**src/rtl/usb_tx_pkg.sv**
```systemverilog
// Shared types and helpers for the USB TX retry FIFO.
// Holds the FSM encoding, default widths and the pointer level helper.
package usb_tx_pkg;

  localparam int DSIZE_DEF = 8;
  localparam int ASIZE_DEF = 9;

  typedef enum logic [1:0] {
    ST_IDLE   = 2'd0,
    ST_ACTIVE = 2'd1,
    ST_REWIND = 2'd2
  } state_e;

  // Callers truncate the result to the pointer width, giving modulo math.
  function automatic logic [31:0] ptr_diff(
    input logic [31:0] a,
    input logic [31:0] b
  );
    return a - b;
  endfunction

endpackage

```
**src/rtl/usb_tx_fifo_ram.sv**
```systemverilog
// Simple dual-port RAM for the USB TX retry FIFO.
// One write port, one registered read port with enable and clear.
module usb_tx_fifo_ram
  import usb_tx_pkg::*;
#(
  parameter int DSIZE = DSIZE_DEF,
  parameter int ASIZE = ASIZE_DEF
) (
  input  logic             CLK,
  input  logic             RSTn,
  input  logic             clr_i,
  input  logic             we_i,
  input  logic [ASIZE-1:0] waddr_i,
  input  logic [DSIZE-1:0] wdata_i,
  input  logic             re_i,
  input  logic [ASIZE-1:0] raddr_i,
  output logic [DSIZE-1:0] rdata_o
);

  logic [DSIZE-1:0] mem_q [2**ASIZE];
  logic [DSIZE-1:0] rdata_q;

  always_ff @(posedge CLK) begin
    if (we_i) mem_q[waddr_i] <= wdata_i;
  end

  always_ff @(posedge CLK or negedge RSTn) begin
    if (!RSTn)      rdata_q <= '0;
    else if (clr_i) rdata_q <= '0;
    else if (re_i)  rdata_q <= mem_q[raddr_i];
  end

  assign rdata_o = rdata_q;

endmodule

```
**src/rtl/usb_tx_retry_fifo.sv**
```systemverilog
// USB TX packet FIFO with speculative read, commit on ACK, rewind on retry.
// Optional stats counters: define USB_TX_RETRY_STATS_EN.
module usb_tx_retry_fifo
  import usb_tx_pkg::*;
#(
  parameter int DSIZE    = DSIZE_DEF,
  parameter int ASIZE    = ASIZE_DEF,
  parameter int AFULL_TH = 448
) (
  input  logic             CLK,
  input  logic             RSTn,
  input  logic             flush,
  input  logic             wr_en,
  input  logic [DSIZE-1:0] wr_data,
  output logic             full,
  output logic             afull,
  output logic [ASIZE:0]   free_cnt,
  input  logic             txact,
  input  logic             rd_en,
  output logic [DSIZE-1:0] rd_data,
  output logic             rd_valid,
  input  logic             commit,
  input  logic             abort,
  output logic             empty,
  output logic [ASIZE:0]   avail_cnt,
`ifdef USB_TX_RETRY_STATS_EN
  output logic [15:0]      retry_cnt,
  output logic [15:0]      commit_cnt,
`endif
  output logic [ASIZE:0]   pkt_len
);

  localparam int PW = ASIZE + 1;
  localparam logic [ASIZE:0] DEPTH = PW'(2**ASIZE);

  state_e         state_q, state_d;
  logic [ASIZE:0] wp_q, wp_d, rp_q, rp_d, cp_q, cp_d;
  logic [ASIZE:0] pkt_q, pkt_d;
  logic [ASIZE:0] avail_q, avail_d, free_q, free_d;
  logic           rd_valid_q, rd_valid_d;
  logic           txact_q;
  logic [ASIZE:0] used, rp_inc;
  logic           rd_acc, wr_acc, t_rise, t_fall;

  assign used   = PW'(ptr_diff(32'(wp_q), 32'(cp_q)));
  assign full   = (wp_q[ASIZE] != cp_q[ASIZE]) &&
                  (wp_q[ASIZE-1:0] == cp_q[ASIZE-1:0]);
  assign afull  = used >= PW'(AFULL_TH);
  assign empty  = rp_q == wp_q;
  assign t_rise = txact && !txact_q;
  assign t_fall = !txact && txact_q;
  assign wr_acc = wr_en && !full && !flush;
  assign rd_acc = (state_q == ST_ACTIVE) && rd_en && !empty && !flush;
  assign rp_inc = rp_q + {{ASIZE{1'b0}}, rd_acc};

  always_comb begin
    state_d    = state_q;
    wp_d       = wp_q + {{ASIZE{1'b0}}, wr_acc};
    rp_d       = rp_q;
    cp_d       = cp_q;
    pkt_d      = pkt_q;
    rd_valid_d = rd_acc;
    avail_d    = used;
    free_d     = DEPTH - used;
    unique case (state_q)
      ST_IDLE: begin
        if (t_rise) begin
          rp_d    = cp_q;
          pkt_d   = '0;
          state_d = ST_ACTIVE;
        end
      end
      ST_ACTIVE: begin
        rp_d  = rp_inc;
        pkt_d = pkt_q + {{ASIZE{1'b0}}, rd_acc};
        // Commit beats a same-cycle abort or txact drop.
        if (commit) begin
          cp_d  = rp_inc;
          pkt_d = '0;
        end else if (abort || t_fall) begin
          state_d = ST_REWIND;
        end
      end
      ST_REWIND: begin
        rp_d    = cp_q;
        pkt_d   = '0;
        state_d = txact ? ST_ACTIVE : ST_IDLE;
      end
      default: state_d = ST_IDLE;
    endcase
    if (flush) begin
      state_d    = ST_IDLE;
      wp_d       = '0;
      rp_d       = '0;
      cp_d       = '0;
      pkt_d      = '0;
      rd_valid_d = 1'b0;
      avail_d    = '0;
      free_d     = DEPTH;
    end
  end

  always_ff @(posedge CLK or negedge RSTn) begin
    if (!RSTn) begin
      state_q    <= ST_IDLE;
      wp_q       <= '0;
      rp_q       <= '0;
      cp_q       <= '0;
      pkt_q      <= '0;
      rd_valid_q <= 1'b0;
      avail_q    <= '0;
      free_q     <= DEPTH;
      txact_q    <= 1'b0;
    end else begin
      state_q    <= state_d;
      wp_q       <= wp_d;
      rp_q       <= rp_d;
      cp_q       <= cp_d;
      pkt_q      <= pkt_d;
      rd_valid_q <= rd_valid_d;
      avail_q    <= avail_d;
      free_q     <= free_d;
      txact_q    <= txact;
    end
  end

`ifdef USB_TX_RETRY_STATS_EN
  logic [15:0] retry_q, commit_q;

  always_ff @(posedge CLK or negedge RSTn) begin
    if (!RSTn) begin
      retry_q  <= '0;
      commit_q <= '0;
    end else if (flush) begin
      retry_q  <= '0;
      commit_q <= '0;
    end else begin
      if (state_q == ST_ACTIVE && state_d == ST_REWIND &&
          retry_q != 16'hFFFF)
        retry_q <= retry_q + 16'd1;
      if (state_q == ST_ACTIVE && commit)
        commit_q <= commit_q + 16'd1;
    end
  end

  assign retry_cnt  = retry_q;
  assign commit_cnt = commit_q;
`endif

  usb_tx_fifo_ram #(
    .DSIZE (DSIZE),
    .ASIZE (ASIZE)
  ) u_ram (
    .CLK     (CLK),
    .RSTn    (RSTn),
    .clr_i   (flush),
    .we_i    (wr_acc),
    .waddr_i (wp_q[ASIZE-1:0]),
    .wdata_i (wr_data),
    .re_i    (rd_acc),
    .raddr_i (rp_q[ASIZE-1:0]),
    .rdata_o (rd_data)
  );

  assign rd_valid  = rd_valid_q;
  assign pkt_len   = pkt_q;
  assign avail_cnt = avail_q;
  assign free_cnt  = free_q;

endmodule

```
**config.mk**
```make
export PLATFORM = sky130hd
export DESIGN_NAME = usb_tx_retry_fifo
export DESIGN_NICKNAME = d
export VERILOG_FILES = /design/src/rtl/usb_tx_pkg.sv /design/src/rtl/usb_tx_fifo_ram.sv /design/src/rtl/usb_tx_retry_fifo.sv
export SDC_FILE = /design/constraint.sdc
export NUM_CORES = 2
export LEC_CHECK = 0
export CAP_MARGIN = 0
export CORE_MARGIN = 2
export CORE_UTILIZATION = 46
export DETAILED_ROUTE_END_ITERATION = 8
export SLEW_MARGIN = 10
export SYNTH_ARGS = -nofsm -noshare
export SYNTH_HDL_FRONTEND = slang
export SYNTH_HIERARCHICAL = 1
export SYNTH_SLANG_ARGS = --single-unit
```
**constraint.sdc**
```tcl
create_clock -name CLK -period 7.1 [get_ports CLK]
set_input_delay 1.065 -clock CLK [delete_from_list [all_inputs] [get_ports CLK]]
set_output_delay 1.065 -clock CLK [all_outputs]
set_load 0.02 [all_outputs]
```
==> metrics.txt <==
CTS tree=done; placed cell areas=0.1684 sq mm; Worst Hold End=cp_q[3]; Max IR drop VDD=0.0002091 V; Setup crit start kind=flip-flop; Layout Cells excl Fill=13061; first-pass GRT wire length=604200 um; synth top area cells=edfxtp_1 (76%), mux4_2 (13%), mux2i_1 (1.6%); Reg clk slew, reported paths=0.06 ns; Worst EP arrival=6.35 ns; GRT overflow=0; H-tree levels=5; share of Yosys cell area claimed by the top area cell type=75.71%; num ports=58; leading area contributor after synthesis=edfxtp_1; fmax=182.0 MHz; max-slew violations=0; final setup vio count=0; clk sinks=4167; worst hold stages=2; failing checks=capacitance limit; pwr dens=272.4 mW/mm^2; Setup crit end kind=flip-flop; Slew HR=0.2495%; WP data required=7.96 ns; Least-Margin Pin Slew=1.481 ns; FF+latch count, synth=4167; Clock Skews=0.03716 ns; Mapped Nets=7840; Int Pwr=39.89 mW; CTS resizes=0; Initial Utilization=46.13%; Routed WL per cell=32.64 um; Synth Flop Type=edfxtp_1; Post-synth EDFFs=4096; clock share of power=44.2%; fillcell total=27244; DR pass1 iterations=5; mapped cell area=0.1625 sq mm; Mean Syn Cell Area=20.81 sq um; clock latency on the worst-skew pair=0.96 ns; Die W=598.3 um; Leak=54.48 nW; CTS root buf=clkbuf_16; Total GRT Usage=23.64%; max_cap viols=1; P&R area growth vs syn=12.05%; global placement routability congestion=0.8609; 1st-iter DRT viols=9915; R2R depth=8; vias in the first global route=80862; RR Endpoint=u_ram/rdata_o[1]; CP Max Fanout=37; R2R Setup Slk=1.61 ns; status=complete, but fails checks; Yosys Warn Count=6; Die ar.=0.3579 sq mm; Tcrit/Tclk final=77.38%; Final nets=8023; drt drc=0; via count=80153; routed wire length=426300 um; unrepaired setup endpoints after global routing=no; async set-reset flop share out of synthesis=1.704%; Final HPWL DP=253500 um; initial antenna violation count=12; post-route cell area=0.1820 sq mm; core area=0.3521 sq mm; share of cells above drive strength 1=22.11%; Setup CP Type=reg2reg; Final min period=5.494 ns; switching power=9.701 mW; library cells used by synthesis=89; Logic pwr share=1.3%; Sequential Power Share=54.5%; ANT nets after route=0; CTS Buffer Depth=4; sequential fraction of the synthesis area=76.81%; Inserted Clock Buffers=412; placed cell count=12305; height of the die=598.3 um; switching share of power=19.56%; row count=218; number of port buffers=57; vias per cell=6.137; largest net degree at the start of global routing=182; Fin. Hold Viols=0; hold path startpoint=cp_q[3]; Setup TNS Final=0 ns; min-delay worst type=reg2reg; Syn Inst Count=7807; Critical R2R Launch=rp_q[3]
## Yosys cell counts, drive strengths merged, types with 27 or more instances
library cell / count
nor2: 615
o22ai: 142
clkbuf: 178
nand2: 221
buf: 282
o221ai: 30
edfxtp: 4096
nor3: 65
nor4: 27
dfrtp: 70
mux4: 932
a211oi: 52
a221oi: 32
a22o: 30
nand3: 35
o21ai: 85
mux2: 57
a21oi: 109
mux2i: 261
a22oi: 133
## timing repair
item / in CTS / in global routing
hold buffers: 1 / 0
setup buffers: 0 / 0
hold endpoints to repair: 20 / 0
## power by group through the flow
stage | Clock, mW | Sequential [mW] | Combinational [mW]
detailed placement | 0 | 27.5 | 0.649
global route | 23.2 | 27.0 | 0.679
global placement | 0 | 27.5 | 0.629
floorplan | 0 | 27.6 | 0.0751
finish | 21.9 | 27.0 | 0.633
CTS | 22.3 | 27.0 | 0.648
## how the worst max path moves through the flow
| stage | from | endpoint | slack, ns |
|---|---|---|---|
| final | rp_q[3] | u_ram/rdata_o[1] | 1.61 |
| after CTS | wp_q[0] | afull | 1.71 |
| after global routing | wp_q[0] | afull | 1.49 |
| after global placement | flush | u_ram/rdata_o[1] | 1.39 |
| after detailed placement | flush | u_ram/rdata_o[1] | 1.39 |
| after floorplan | flush | u_ram/rdata_o[0] | 3.37 |
## worst max-delay path, cell delays in order, from the launching register on
cell	delay, ns
dfrtp_4	0.82
nor2b_4	1.00
buf_4	0.63
a22oi_1	0.19
a21oi_1	0.32
nor3_1	0.17
a211oi_1	0.91
o21ai_0	0.87
o211ai_1	0.36
## through the flow
stage	setup WS, ns	hold WS, ns	total power [mW]	util, %
4_1_cts	1.706	0.5230	49.95	51.68
5_1_grt	1.489	0.5509	50.93	51.69
3_5_place_dp	1.392	0.5079	28.19	47.83
2_1_floorplan	3.367	0.4716	27.63	-
6_report	1.606	0.5258	49.59	51.69
3_3_place_gp	1.393	0.5079	28.17	47.81
## logic make-up after synthesis
logic type / after synthesis / share of synthesized area (%)
flip-flops: 4167 / 76.81
XOR/XNOR: 41 / 0.2210
AO/OA/AOI/OAI: 732 / 3.131
multiplexers: 1250 / 14.94
adder cells (fa/ha/maj): 17 / 0.1356
buffers and inverters: 483 / 1.723
AND/OR/NAND/NOR: 1117 / 3.038
## state kept, by name (all words and copies together) (netlist names), 2 cells and up
register	cells
rp_q	10
u_ram/mem_q	4096
avail_cnt	9
wp_q	10
u_ram/rdata_o	8
cp_q	10
pkt_len	10
state_q	2
free_cnt	10
## cell usage in the layout (no fill, tap or decap), types with 108 or more instances in the layout
master     synthesis  routed
a21oi_1          108     108
a22oi_1          133     133
buf_4             82     128
clkbuf_16          0     419
edfxtp_1        4096    4096
mux2i_1          261     261
mux4_2           924     924
nand2_1          221     209
nor2_1           615     611
o22ai_1          142     142
## area by class of cell
class	instances	area, sq um	share of cell area [%]
diodes	4	10.01	0.005499
clock buffers	485	10800	5.935
clock inverters	266	2773	1.523
inverters	23	93.84	0.05155
multi-input cells	3157	35180	19.33
flip-flops and latches	4167	124800	68.56
well taps	4730	5918	3.251
repair buffers	229	2447	1.345
## per-layer routing
layer  vias up  GRT usage (%)  wire, um
met2      3906          38.02    205500
met4         2          7.877     15610
met5         -              0        13
met1     42717          32.95    170000
met3       636          4.168     35160
li1      32892              -         -
(Power assumes the default switching activity.)
